## src/rtl/pwm_cfg_pkg.sv

```systemverilog
// Shared constants for the SPI-configured PWM duty controller: bank geometry
// and the bit layout of the 8-bit configuration frame.
package pwm_cfg_pkg;

    localparam int NUM_CH  = 7;
    localparam int DUTY_W  = 3;
    localparam int FRAME_W = 8;
    localparam int ADDR_W  = 3;

    localparam logic [ADDR_W-1:0] ADDR_BROADCAST = 3'd7;

    // Frame layout, bit 7 shifted in first: addr | duty | commit | parity
    localparam int ADDR_MSB   = 7;
    localparam int ADDR_LSB   = 5;
    localparam int DUTY_MSB   = 4;
    localparam int DUTY_LSB   = 2;
    localparam int COMMIT_BIT = 1;
    localparam int PARITY_BIT = 0;

endpackage

```

## src/rtl/spi_frame_rx.sv

```systemverilog
// Oversampling SPI mode-0 receiver: synchronises the pins, shifts bits on sck
// rising edges and reports each 8-bit frame as a good or bad registered pulse.
module spi_frame_rx
    import pwm_cfg_pkg::*;
#(
    parameter int SYNC_STAGES = 2
) (
    input  logic               clk,
    input  logic               reset,
    input  logic               spi_sck,
    input  logic               spi_cs_n,
    input  logic               spi_mosi,
    output logic               frame_valid,
    output logic [FRAME_W-1:0] frame_data,
    output logic               frame_bad
);

    logic [SYNC_STAGES-1:0] sck_sync;
    logic [SYNC_STAGES-1:0] cs_sync;
    logic [SYNC_STAGES-1:0] mosi_sync;
    logic                   sck_s;
    logic                   cs_s;
    logic                   mosi_s;
    logic                   sck_prev;
    logic                   sck_rise;
    logic [FRAME_W-2:0]     shift_q;   // the eighth bit comes straight from mosi_s
    logic [2:0]             bit_cnt;
    logic [FRAME_W-1:0]     frame_next;
    logic                   parity_ok;

    assign sck_s      = sck_sync[SYNC_STAGES-1];
    assign cs_s       = cs_sync[SYNC_STAGES-1];
    assign mosi_s     = mosi_sync[SYNC_STAGES-1];
    assign sck_rise   = sck_s & ~sck_prev & ~cs_s;
    assign frame_next = {shift_q, mosi_s};
    assign parity_ok  = (^frame_next[FRAME_W-1:PARITY_BIT+1]) == frame_next[PARITY_BIT];

    // Reset values match the idle bus so no spurious edge follows reset.
    always_ff @(posedge clk or posedge reset) begin
        if (reset) begin
            sck_sync  <= '0;
            cs_sync   <= '1;
            mosi_sync <= '0;
        end else begin
            // NOTE: non-blocking assignments make every stage sample the old value of the one before it.
            sck_sync  <= {sck_sync[SYNC_STAGES-2:0], spi_sck};
            cs_sync   <= {cs_sync[SYNC_STAGES-2:0], spi_cs_n};
            mosi_sync <= {mosi_sync[SYNC_STAGES-2:0], spi_mosi};
        end
    end

    always_ff @(posedge clk or posedge reset) begin
        if (reset) begin
            sck_prev    <= 1'b0;
            shift_q     <= '0;
            bit_cnt     <= '0;
            frame_valid <= 1'b0;
            frame_bad   <= 1'b0;
            frame_data  <= '0;
        end else begin
            sck_prev    <= sck_s;
            frame_valid <= 1'b0;
            frame_bad   <= 1'b0;
            if (cs_s) begin
                // Counter is held at 0 while deselected, so a partial frame flags only once.
                bit_cnt <= '0;
                if (bit_cnt != 3'd0) frame_bad <= 1'b1;
            end else if (sck_rise) begin
                shift_q <= frame_next[FRAME_W-2:0];
                bit_cnt <= bit_cnt + 3'd1;
                if (bit_cnt == 3'd7) begin
                    frame_data  <= frame_next;
                    frame_valid <= parity_ok;
                    frame_bad   <= ~parity_ok;
                end
            end
        end
    end

endmodule

```

## src/rtl/pwm_spi_cfg_ctrl.sv

```systemverilog
// Shadow/active duty banks for the PWM driver; SPI frames fill the shadow bank
// and a commit copies it into the active bank at the next period boundary.
module pwm_spi_cfg_ctrl
    import pwm_cfg_pkg::*;
#(
    parameter int SYNC_STAGES = 2
) (
    input  logic                     clk,
    input  logic                     reset,
    input  logic                     spi_sck,
    input  logic                     spi_cs_n,
    input  logic                     spi_mosi,
    input  logic                     period_start,
    output logic [NUM_CH*DUTY_W-1:0] duty_active,
    output logic                     commit_pending,
    output logic                     updated,
    output logic                     frame_err
);

    logic               frame_valid;
    logic               frame_bad;
    logic [FRAME_W-1:0] frame_data;
    logic [ADDR_W-1:0]  frame_addr;
    logic [DUTY_W-1:0]  frame_duty;
    logic               frame_wr;
    logic [DUTY_W-1:0]  shadow [NUM_CH];

    spi_frame_rx #(
        .SYNC_STAGES (SYNC_STAGES)
    ) u_rx (
        .clk         (clk),
        .reset       (reset),
        .spi_sck     (spi_sck),
        .spi_cs_n    (spi_cs_n),
        .spi_mosi    (spi_mosi),
        .frame_valid (frame_valid),
        .frame_data  (frame_data),
        .frame_bad   (frame_bad)
    );

    assign frame_addr = frame_data[ADDR_MSB:ADDR_LSB];
    assign frame_duty = frame_data[DUTY_MSB:DUTY_LSB];
    assign frame_wr   = frame_valid & ~(^frame_data);

    always_ff @(posedge clk or posedge reset) begin
        if (reset) begin
            // NOTE: the shadow bank is a handful of flops that must read 0 after reset, so it is reset like any other register.
            for (int c = 0; c < NUM_CH; c++) shadow[c] <= '0;
            duty_active    <= '0;
            commit_pending <= 1'b0;
            updated        <= 1'b0;
            frame_err      <= 1'b0;
        end else begin
            updated   <= 1'b0;
            frame_err <= frame_bad;
            if (period_start && commit_pending) begin
                for (int c = 0; c < NUM_CH; c++) duty_active[c*DUTY_W +: DUTY_W] <= shadow[c];
                commit_pending <= 1'b0;
                updated        <= 1'b1;
            end
            // A frame landing with period_start is applied after the copy; a new commit wins over the clear.
            if (frame_wr) begin
                for (int c = 0; c < NUM_CH; c++) begin
                    if (frame_addr == ADDR_BROADCAST || frame_addr == ADDR_W'(c))
                        shadow[c] <= frame_duty;
                end
                if (frame_data[COMMIT_BIT]) commit_pending <= 1'b1;
            end
        end
    end

endmodule
```

## config.mk

```make
export PLATFORM = sky130hd
export DESIGN_NAME = pwm_spi_cfg_ctrl
export DESIGN_NICKNAME = d
export VERILOG_FILES = /design/src/rtl/pwm_cfg_pkg.sv /design/src/rtl/spi_frame_rx.sv /design/src/rtl/pwm_spi_cfg_ctrl.sv
export SDC_FILE = /design/constraint.sdc
export NUM_CORES = 1
export LEC_CHECK = 0
export CORE_MARGIN = 1
export CORE_UTILIZATION = 50
export CTS_CLUSTER_SIZE = 12
export DETAILED_ROUTE_END_ITERATION = 8
export PLACE_DENSITY = 0.82
export SETUP_SLACK_MARGIN = 0.4
export SLEW_MARGIN = 15
export SYNTH_ARGS = -nofsm -noshare
export SYNTH_HDL_FRONTEND = slang
export SYNTH_HIERARCHICAL = 1
export SYNTH_SLANG_ARGS = --single-unit
```

## constraint.sdc

```tcl
create_clock -name clk -period 2.15 [get_ports clk]
set_clock_uncertainty 0.15 [all_clocks]
set_input_delay 0.43 -clock clk [delete_from_list [all_inputs] [get_ports clk]]
set_output_delay 0.43 -clock clk [all_outputs]
set_load 0.005 [all_outputs]
```

==> Flow_metrics.wiki, run 1 <==
{| class="wikitable"
! Metric !! Value
|-
| Sink Count || 72
|-
| Type of the worst min-delay path || flip-flop to flip-flop
|-
| Outcome || finished, final reports clean
|-
| Worst Path Max Fanout || 5
|-
| Via count of the first global-routing pass || 1723
|-
| Floorplan Core Area || 5570 um2
|-
| Antenna violations before repair || 0
|-
| Slowest cell on the critical path || dfrtp_1
|-
| Min cycle time layout || 2040 ps
|-
| Maximum vdd drop || 0.000576 V
|-
| Max-capacitance violation count || 0
|-
| Share of the yosys chip area belonging to registers || 62.0%
|-
| Most frequent standard cell in the layout excluding fill and tap cells || dfrtp_1
|-
| Ratio of cells with drive above 1 in the final layout || 43.8%
|-
| Later-pin clock latency in the skew report || 350 ps
|-
| Residual DRC count || 0
|-
| Routed vias || 1637
|-
| Share of the cycle needed by the critical path after routing || 94.8%
|-
| Leading post-synthesis cells by cell area || dfrtp_1, mux2_2, xnor2_1
|-
| Switching share of power || 23.4%
|-
| IO Count || 30
|-
| Overall global routing resource usage || 19.1%
|-
| Number of nets in the finished design || 253
|-
| Headroom to the max-slew limit || 70.2%
|-
| Drt via density || 5.10
|-
| Mean post-synth cell area || 15.0 um2
|-
| Number of H-tree levels || 3
|-
| Data arrival time at the worst-slack endpoint || 2110 ps
|-
| Setup Crit Path Kind || flip-flop to flip-flop
|-
| Clock Root Buffer || clkbuf_8
|-
| Ant. Diodes || 0
|-
| Width of the chip || 78.3 um
|-
| Area enclosed by the die boundary || 6130 um2
|-
| Number of detailed-routing iterations run before antenna repair || 4
|-
| Final cell utilization of the core || 68.1%
|-
| Final-report setup violation count || 0
|-
| Share of Yosys cell area claimed by the top area cell type || 60.2%
|-
| Static leakage || 1.91 nW
|-
| Switching Power || 685 uW
|-
| Yosys warns || 6
|-
| Setup repair after global routing missed its margin || true
|-
| Worst setup slack after layout || 111 ps
|-
| Crit-path leading delay family || XOR/XNOR gates
|-
| Critical path cell sequence || xor2_2 -> xnor2_4 -> xor2_4 -> buf_4 -> nor2_4 -> mux2_2
|-
| Total buffers and inverters traversed by the critical path || 1
|-
| Area delta synth->final || 30.4%
|-
| Power per cell area || 769 nW/um2
|-
| Area taken by flip-flops and latches || 1810 um2
|-
| Worst endpoint required time || 2220 ps
|-
| Leading cell types in the layout, fill and taps excluded || dfrtp_1, mux2_2, dlygate4sd2_1
|-
| Distinct cell type count of the synthesized netlist || 28
|-
| Number of buffers created by CTS || 9
|-
| Vert. Die Dim || 78.3 um
|-
| Fin Setup TNS || 0 ps
|-
| Maximum cell stage delay along the critical path || 420 ps
|-
| Clk pwr share || 39.0%
|-
| Total wirelength of the detailed-routed design || 5.15 mm
|-
| Syn_nets || 203
|-
| Kind of end point of the critical path || flip-flop
|-
| Global-route wire length before repair || 8.60 mm
|-
| Part of the power in combinational logic || 9.8%
|-
| Yosys top cell by area || dfrtp_1
|-
| Count of fill cells added during filler insertion || 389
|-
| Clock tree from TritonCTS || yes
|-
| Synthesized area || 2910 um2
|-
| Sequential cell fraction of total power || 51.2%
|-
| Half-perimeter wire length after placement || 3.01 mm
|-
| Area of the multi-input gates || 1240 um2
|-
| Routed length per placed instance || 16.0 um
|-
| Largest net degree at the start of global routing || 46
|-
| FMAX || 491 MHz
|-
| Initial detailed-routing violation count || 72
|-
| Gate count after technology mapping || 194
|-
| Measured slew at the worst slew-check pin || 442 ps
|-
| Post-placement setup slack || 170 ps
|-
| Final hold viol count || 0
|-
| P_int || 2.24 mW
|-
| Clock transition at the register clock pins on the worst setup and hold paths after CTS || 70 ps
|-
| Total congestion overflow after global routing || 0
|-
| Hold buffer count at CTS || 0
|-
| Max clock buf depth || 2
|-
| Routability congestion estimate from global placement || 0.773
|-
| Rows || 27
|-
| Number of nets with antenna violations after detailed routing || 0
|-
| Quantity of I/O buffers inserted on ports || 29
|-
| Number of synthesized register bits || 72
|-
| Startpoint type of the worst setup path || flip-flop
|-
| Count of final max-slew check failures || 0
|-
| Effective utilization at floorplan || 52.2%
|}
-- stage by stage --
stage               cells  power, mW  instance area (um2)  hold WS, ps
floorplan             194       1.73                 2960          181
global placement      298       1.80                 3390          184
global route          321       3.04                 3800          211
detailed placement    298       1.80                 3390          187
finish                321       2.92                 3800          200
CTS                   318       2.94                 3680          202
-- metal layers --
layer | global-route usage, % | vias up | part of all wire (%)
li1 | - | 766 | -
met3 | 6.40 | 14 | 3.5
met2 | 30.8 | 34 | 49
met1 | 23.4 | 823 | 45
met4 | 8.70 | 0 | 2.1
met5 | 0 | - | 0
-- worst paths after layout --
path                                               end  slack (ps)                           start  depth (start not counted)
setup / recovery                 shadow[5]$_DFFE_PP0P_         110  u_rx/frame_data[2]$_DFFE_PP0P_                          6
hold / removal             u_rx/mosi_sync[1]$_DFF_PP0_         200     u_rx/mosi_sync[0]$_DFF_PP0_                          0
setup reg to reg                 shadow[5]$_DFFE_PP0P_         110  u_rx/frame_data[2]$_DFFE_PP0P_                          6
hold reg to reg            u_rx/mosi_sync[1]$_DFF_PP0_         200     u_rx/mosi_sync[0]$_DFF_PP0_                          0
max in group asynchronous    u_rx/cs_sync[0]$_DFF_PP1_        1240                           reset                          3
min in group asynchronous  duty_active[11]$_DFFE_PP0P_         290                           reset                          3
-- power groups by stage --
stage          sequential, mW  combinational (mW)  clock, mW
2_1_floorplan            1.49               0.241          0
3_3_place_gp             1.52               0.285          0
3_5_place_dp             1.52               0.287          0
4_1_cts                  1.49               0.286       1.16
5_1_grt                  1.51               0.312       1.22
6_report                 1.50               0.286       1.14
-- area by class of cell --
class                   count  share of cell area, %
clock buffers              11                   3.46
clock inverters             5                   2.14
inverters                   6                  0.593
multi-input cells         109                   32.8
flip-flops and latches     72                   47.6
well taps                  72                   2.37
repair buffers             46                   11.1
-- worst register-to-register path: stages, from the launching register on --
cell     delay, ps
dfrtp_1        420
xor2_2         310
xnor2_4        150
xor2_4         220
buf_4          170
nor2_4         150
mux2_2         370
-- cells by family after synthesis --
| kind of cell | after synthesis | share of synthesized area [%] |
|---|---|---|
| mux | 57 | 22.4 |
| fa+ha+maj | 3 | 1.29 |
| compound gates | 5 | 0.988 |
| simple gates | 26 | 4.90 |
| buf+inv | 13 | 2.36 |
| xor+xnor | 18 | 6.06 |
| flops | 72 | 62.0 |
-- cell usage after synthesis (all sizes together) --
cell,number
o21ai,2
and3,1
dfstp,2
dfrtp,70
mux2,57
a21oi,2
a22o,1
nor2,6
nand2b,2
xnor2,14
or3,1
ha,3
nor3,1
nand2,6
nand3,4
inv,6
clkbuf,1
xor2,4
nor2b,2
nor3b,1
nand4,2
buf,6
-- registers in the layout, indices dropped and copies added (netlist names) --
signal	count
u_rx/frame_data	8
u_rx/shift_q	7
commit_pending	1
u_rx/bit_cnt	3
u_rx/mosi_sync	2
duty_active	21
u_rx/sck_prev	1
u_rx/sck_sync	2
updated	1
frame_err	1
shadow	21
u_rx/frame_valid	1
u_rx/frame_bad	1
u_rx/cs_sync	2
-- repair_timing --
action / in CTS / in global routing
gates resized for setup: 43 / 20
buffers inserted: 4 / 2
pin swaps: 4 / 6
hold endpoints to repair: 0 / 0
endpoints found under the setup margin: 45 / 29
gates cloned: 0 / 1
(Power assumes the default switching activity.)
==> run 2, diff against run 1 <==
--- a/config.mk
+++ b/config.mk
@@ -5,10 +5,11 @@
 export SDC_FILE = /design/constraint.sdc
 export NUM_CORES = 1
 export LEC_CHECK = 0
-export CORE_MARGIN = 1
+export CORE_MARGIN = 2
 export CORE_UTILIZATION = 50
 export CTS_CLUSTER_SIZE = 12
 export DETAILED_ROUTE_END_ITERATION = 8
+export HOLD_SLACK_MARGIN = 0.12
 export PLACE_DENSITY = 0.82
 export SETUP_SLACK_MARGIN = 0.4
 export SLEW_MARGIN = 15
==> run 2 against run 1 <==
Sequential cell count is the same. Total power grew 2.0%. Die area grew 5.2%. Highest routed layer unchanged. Routed wire length shrank 4.8%. Clock power grew 5%. Global-route usage shrank 2.1 points. Core utilization shrank 0.74 points. Critical path type unchanged. Final area shrank 1.1%. Hold slack lost 2.9 ps. Non-clock buffer count grew 2. Critical path depth is the same.
==> Flow_metrics.wiki, run 2 (synthesized netlist as in run 1, its figures left out) <==
{| class="wikitable"
! Metric !! Value
|-
| Fin Setup TNS || 0 ps (unchanged)
|-
| Worst endpoint required time || 2220 ps (about the same)
|-
| Registers with the highest flip-flop counts || duty_active x21, shadow x21, u_rx/frame_data x8
|-
| Rows || 27 (unchanged)
|-
| Final design instance area without fill || 3750 um2 (-1.1%)
|-
| Width of the chip || 80.3 um (+2.6%)
|-
| Count of fill cells added during filler insertion || 389 (unchanged)
|-
| Clock Root Buffer || clkbuf_8
|-
| Area delta synth->final || 29.0%
|-
| Most frequent standard cell in the layout excluding fill and tap cells || dfrtp_1
|-
| Via count of the first global-routing pass || 1650 (-4.2%)
|-
| Vert. Die Dim || 80.3 um (+2.6%)
|-
| Kind of end point of the critical path || flip-flop
|-
| Overall global routing resource usage || 17.1% (-2.1 points)
|-
| Clk pwr share || 40.2% (+1.2 points)
|-
| Switching Power || 684 uW (-0.15%)
|-
| Floorplan Core Area || 5570 um2 (unchanged)
|-
| Ant. Diodes || 0 (unchanged)
|-
| Sequential cell fraction of total power || 50.0% (-1.2 points)
|-
| Global-route wire length before repair || 8.09 mm (-5.9%)
|-
| IO Count || 30 (unchanged)
|-
| Hold buffer count at CTS || 0 (unchanged)
|-
| Startpoint type of the worst setup path || flip-flop
|-
| Effective utilization at floorplan || 52.2% (unchanged)
|-
| Outcome || finished, final reports clean
|-
| Max clock buf depth || 2 (unchanged)
|-
| Setup repair after global routing missed its margin || true
|-
| Initial detailed-routing violation count || 88 (+22%)
|-
| Headroom to the max-slew limit || 74.2% (+4.0 points)
|-
| Maximum vdd drop || 0.000503 V (-13%)
|-
| Type of the worst min-delay path || flip-flop to flip-flop
|-
| Count of final max-slew check failures || 0 (unchanged)
|-
| Final Hold Slack || 197 ps (-2.91 ps)
|-
| Worst Path Max Fanout || 5 (unchanged)
|-
| Power per cell area || 794 nW/um2 (+3.2%)
|-
| Number of buffers created by CTS || 9 (unchanged)
|-
| Max-capacitance violation count || 0 (unchanged)
|-
| Switching share of power || 22.9% (-0.51 points)
|-
| Area enclosed by the die boundary || 6450 um2 (+5.2%)
|-
| Clock tree from TritonCTS || yes
|-
| Dpl cell area || 3390 um2 (unchanged)
|-
| Later-pin clock latency in the skew report || 340 ps (about the same)
|-
| Measured slew at the worst slew-check pin || 383 ps (-58.9 ps)
|-
| Number of H-tree levels || 3 (unchanged)
|-
| Routability congestion estimate from global placement || 0.767 (-0.70%)
|-
| Total wirelength of the detailed-routed design || 4.90 mm (-4.8%)
|-
| Largest net degree at the start of global routing || 46 (unchanged)
|-
| Share of the cycle needed by the critical path after routing || 93.4% (-1.5 points)
|-
| Routed length per placed instance || 15.2 um (-5.4%)
|-
| Min cycle time layout || 2010 ps (-31.4 ps)
|-
| Final-report setup violation count || 0 (unchanged)
|-
| FMAX || 498 MHz (+1.6%)
|-
| Data arrival time at the worst-slack endpoint || 2080 ps (-30 ps)
|-
| Number of nets in the finished design || 255 (+0.79%)
|-
| Antenna violations before repair || 0 (unchanged)
|-
| P_int || 2.30 mW (+2.7%)
|-
| Static leakage || 1.95 nW (+1.8%)
|-
| Setup Crit Path Kind || flip-flop to flip-flop
|-
| Number of detailed-routing iterations run before antenna repair || 5 (+1)
|-
| Half-perimeter wire length after placement || 3.22 mm (+6.8%)
|-
| Drt via density || 5.04 (-1.2%)
|-
| Routed vias || 1627 (-0.61%)
|-
| Sink Count || 72 (unchanged)
|-
| Total congestion overflow after global routing || 0 (unchanged)
|-
| Number of nets with antenna violations after detailed routing || 0 (unchanged)
|-
| Ratio of cells with drive above 1 in the final layout || 44.2% (+0.45 points)
|-
| Final hold viol count || 0 (unchanged)
|-
| Quantity of I/O buffers inserted on ports || 29 (unchanged)
|-
| Leading cell types in the layout, fill and taps excluded || dfrtp_1, mux2_2, dlygate4sd2_1
|-
| Part of the power in combinational logic || 9.8% (about the same)
|-
| Clock transition at the register clock pins on the worst setup and hold paths after CTS || 70 ps (about the same)
|-
| Residual DRC count || 0 (unchanged)
|}
## run 2: worst paths after layout
check	start	to	slack, ps	depth (start not counted)
worst max-delay path	u_rx/frame_data[7]$_DFFE_PP0P_	shadow[3]$_DFFE_PP0P_	140	6
worst min-delay path	u_rx/frame_bad$_DFF_PP0_	frame_err$_DFF_PP0_	200	0
worst max register to register	u_rx/frame_data[7]$_DFFE_PP0P_	shadow[3]$_DFFE_PP0P_	140	6
worst min register to register	u_rx/frame_bad$_DFF_PP0_	frame_err$_DFF_PP0_	200	0
max in group asynchronous	reset	u_rx/cs_sync[0]$_DFF_PP1_	1220	3
min in group asynchronous	reset	frame_err$_DFF_PP0_	290	3
## run 2: final cells by class
cell class	count	area, um2	area share [%]
multi-input cells	109	1170	31.1
inverters	6	22.5	0.600
clock inverters	5	78.8	2.10
flip-flops and latches	72	1810	48.1
repair buffers	48	439	11.7
clock buffers	11	151	4.03
well taps	72	90.1	2.40
## run 2: routing by layer
layer | wire length (um) | global-route usage [%] | vias to the layer above
met2 | 2530 | 26.8 | 32
met1 | 2130 | 21.8 | 822
met4 | 89 | 9.66 | 0
met5 | 0 | 0 | -
li1 | - | - | 764
met3 | 156 | 4.04 | 9
## run 2: worst max-delay path, stage by stage, from the launching register on
cell     delay [ps]
dfrtp_1         420
xnor2_2         170
xnor2_2         260
xor2_2          340
buf_4           200
nor2_4           50
mux2_4          290
## run 2: stage by stage
step	util [%]	power (mW)	setup WS, ps	instances
after floorplan	-	1.73	196	194
after global placement	60.9	1.80	229	298
after detailed placement	60.9	1.81	157	298
after CTS	66.2	3.01	182	318
after global routing	67.4	3.10	93.7	323
final	67.4	2.98	143	323
## run 2: power groups by stage
stage | combinational (mW) | sequential [mW] | clock [mW]
global route | 0.321 | 1.50 | 1.28
floorplan | 0.241 | 1.49 | 0
CTS | 0.293 | 1.49 | 1.23
finish | 0.293 | 1.49 | 1.20
detailed placement | 0.294 | 1.51 | 0
global placement | 0.285 | 1.51 | 0
## run 2: timing repair
item | 4_1_cts | 5_1_grt
setup buffers | 4 | 4
cloned | 0 | 1
setup endpoints to repair | 44 | 30
pin swaps | 5 | 2
gates resized for setup | 37 | 9
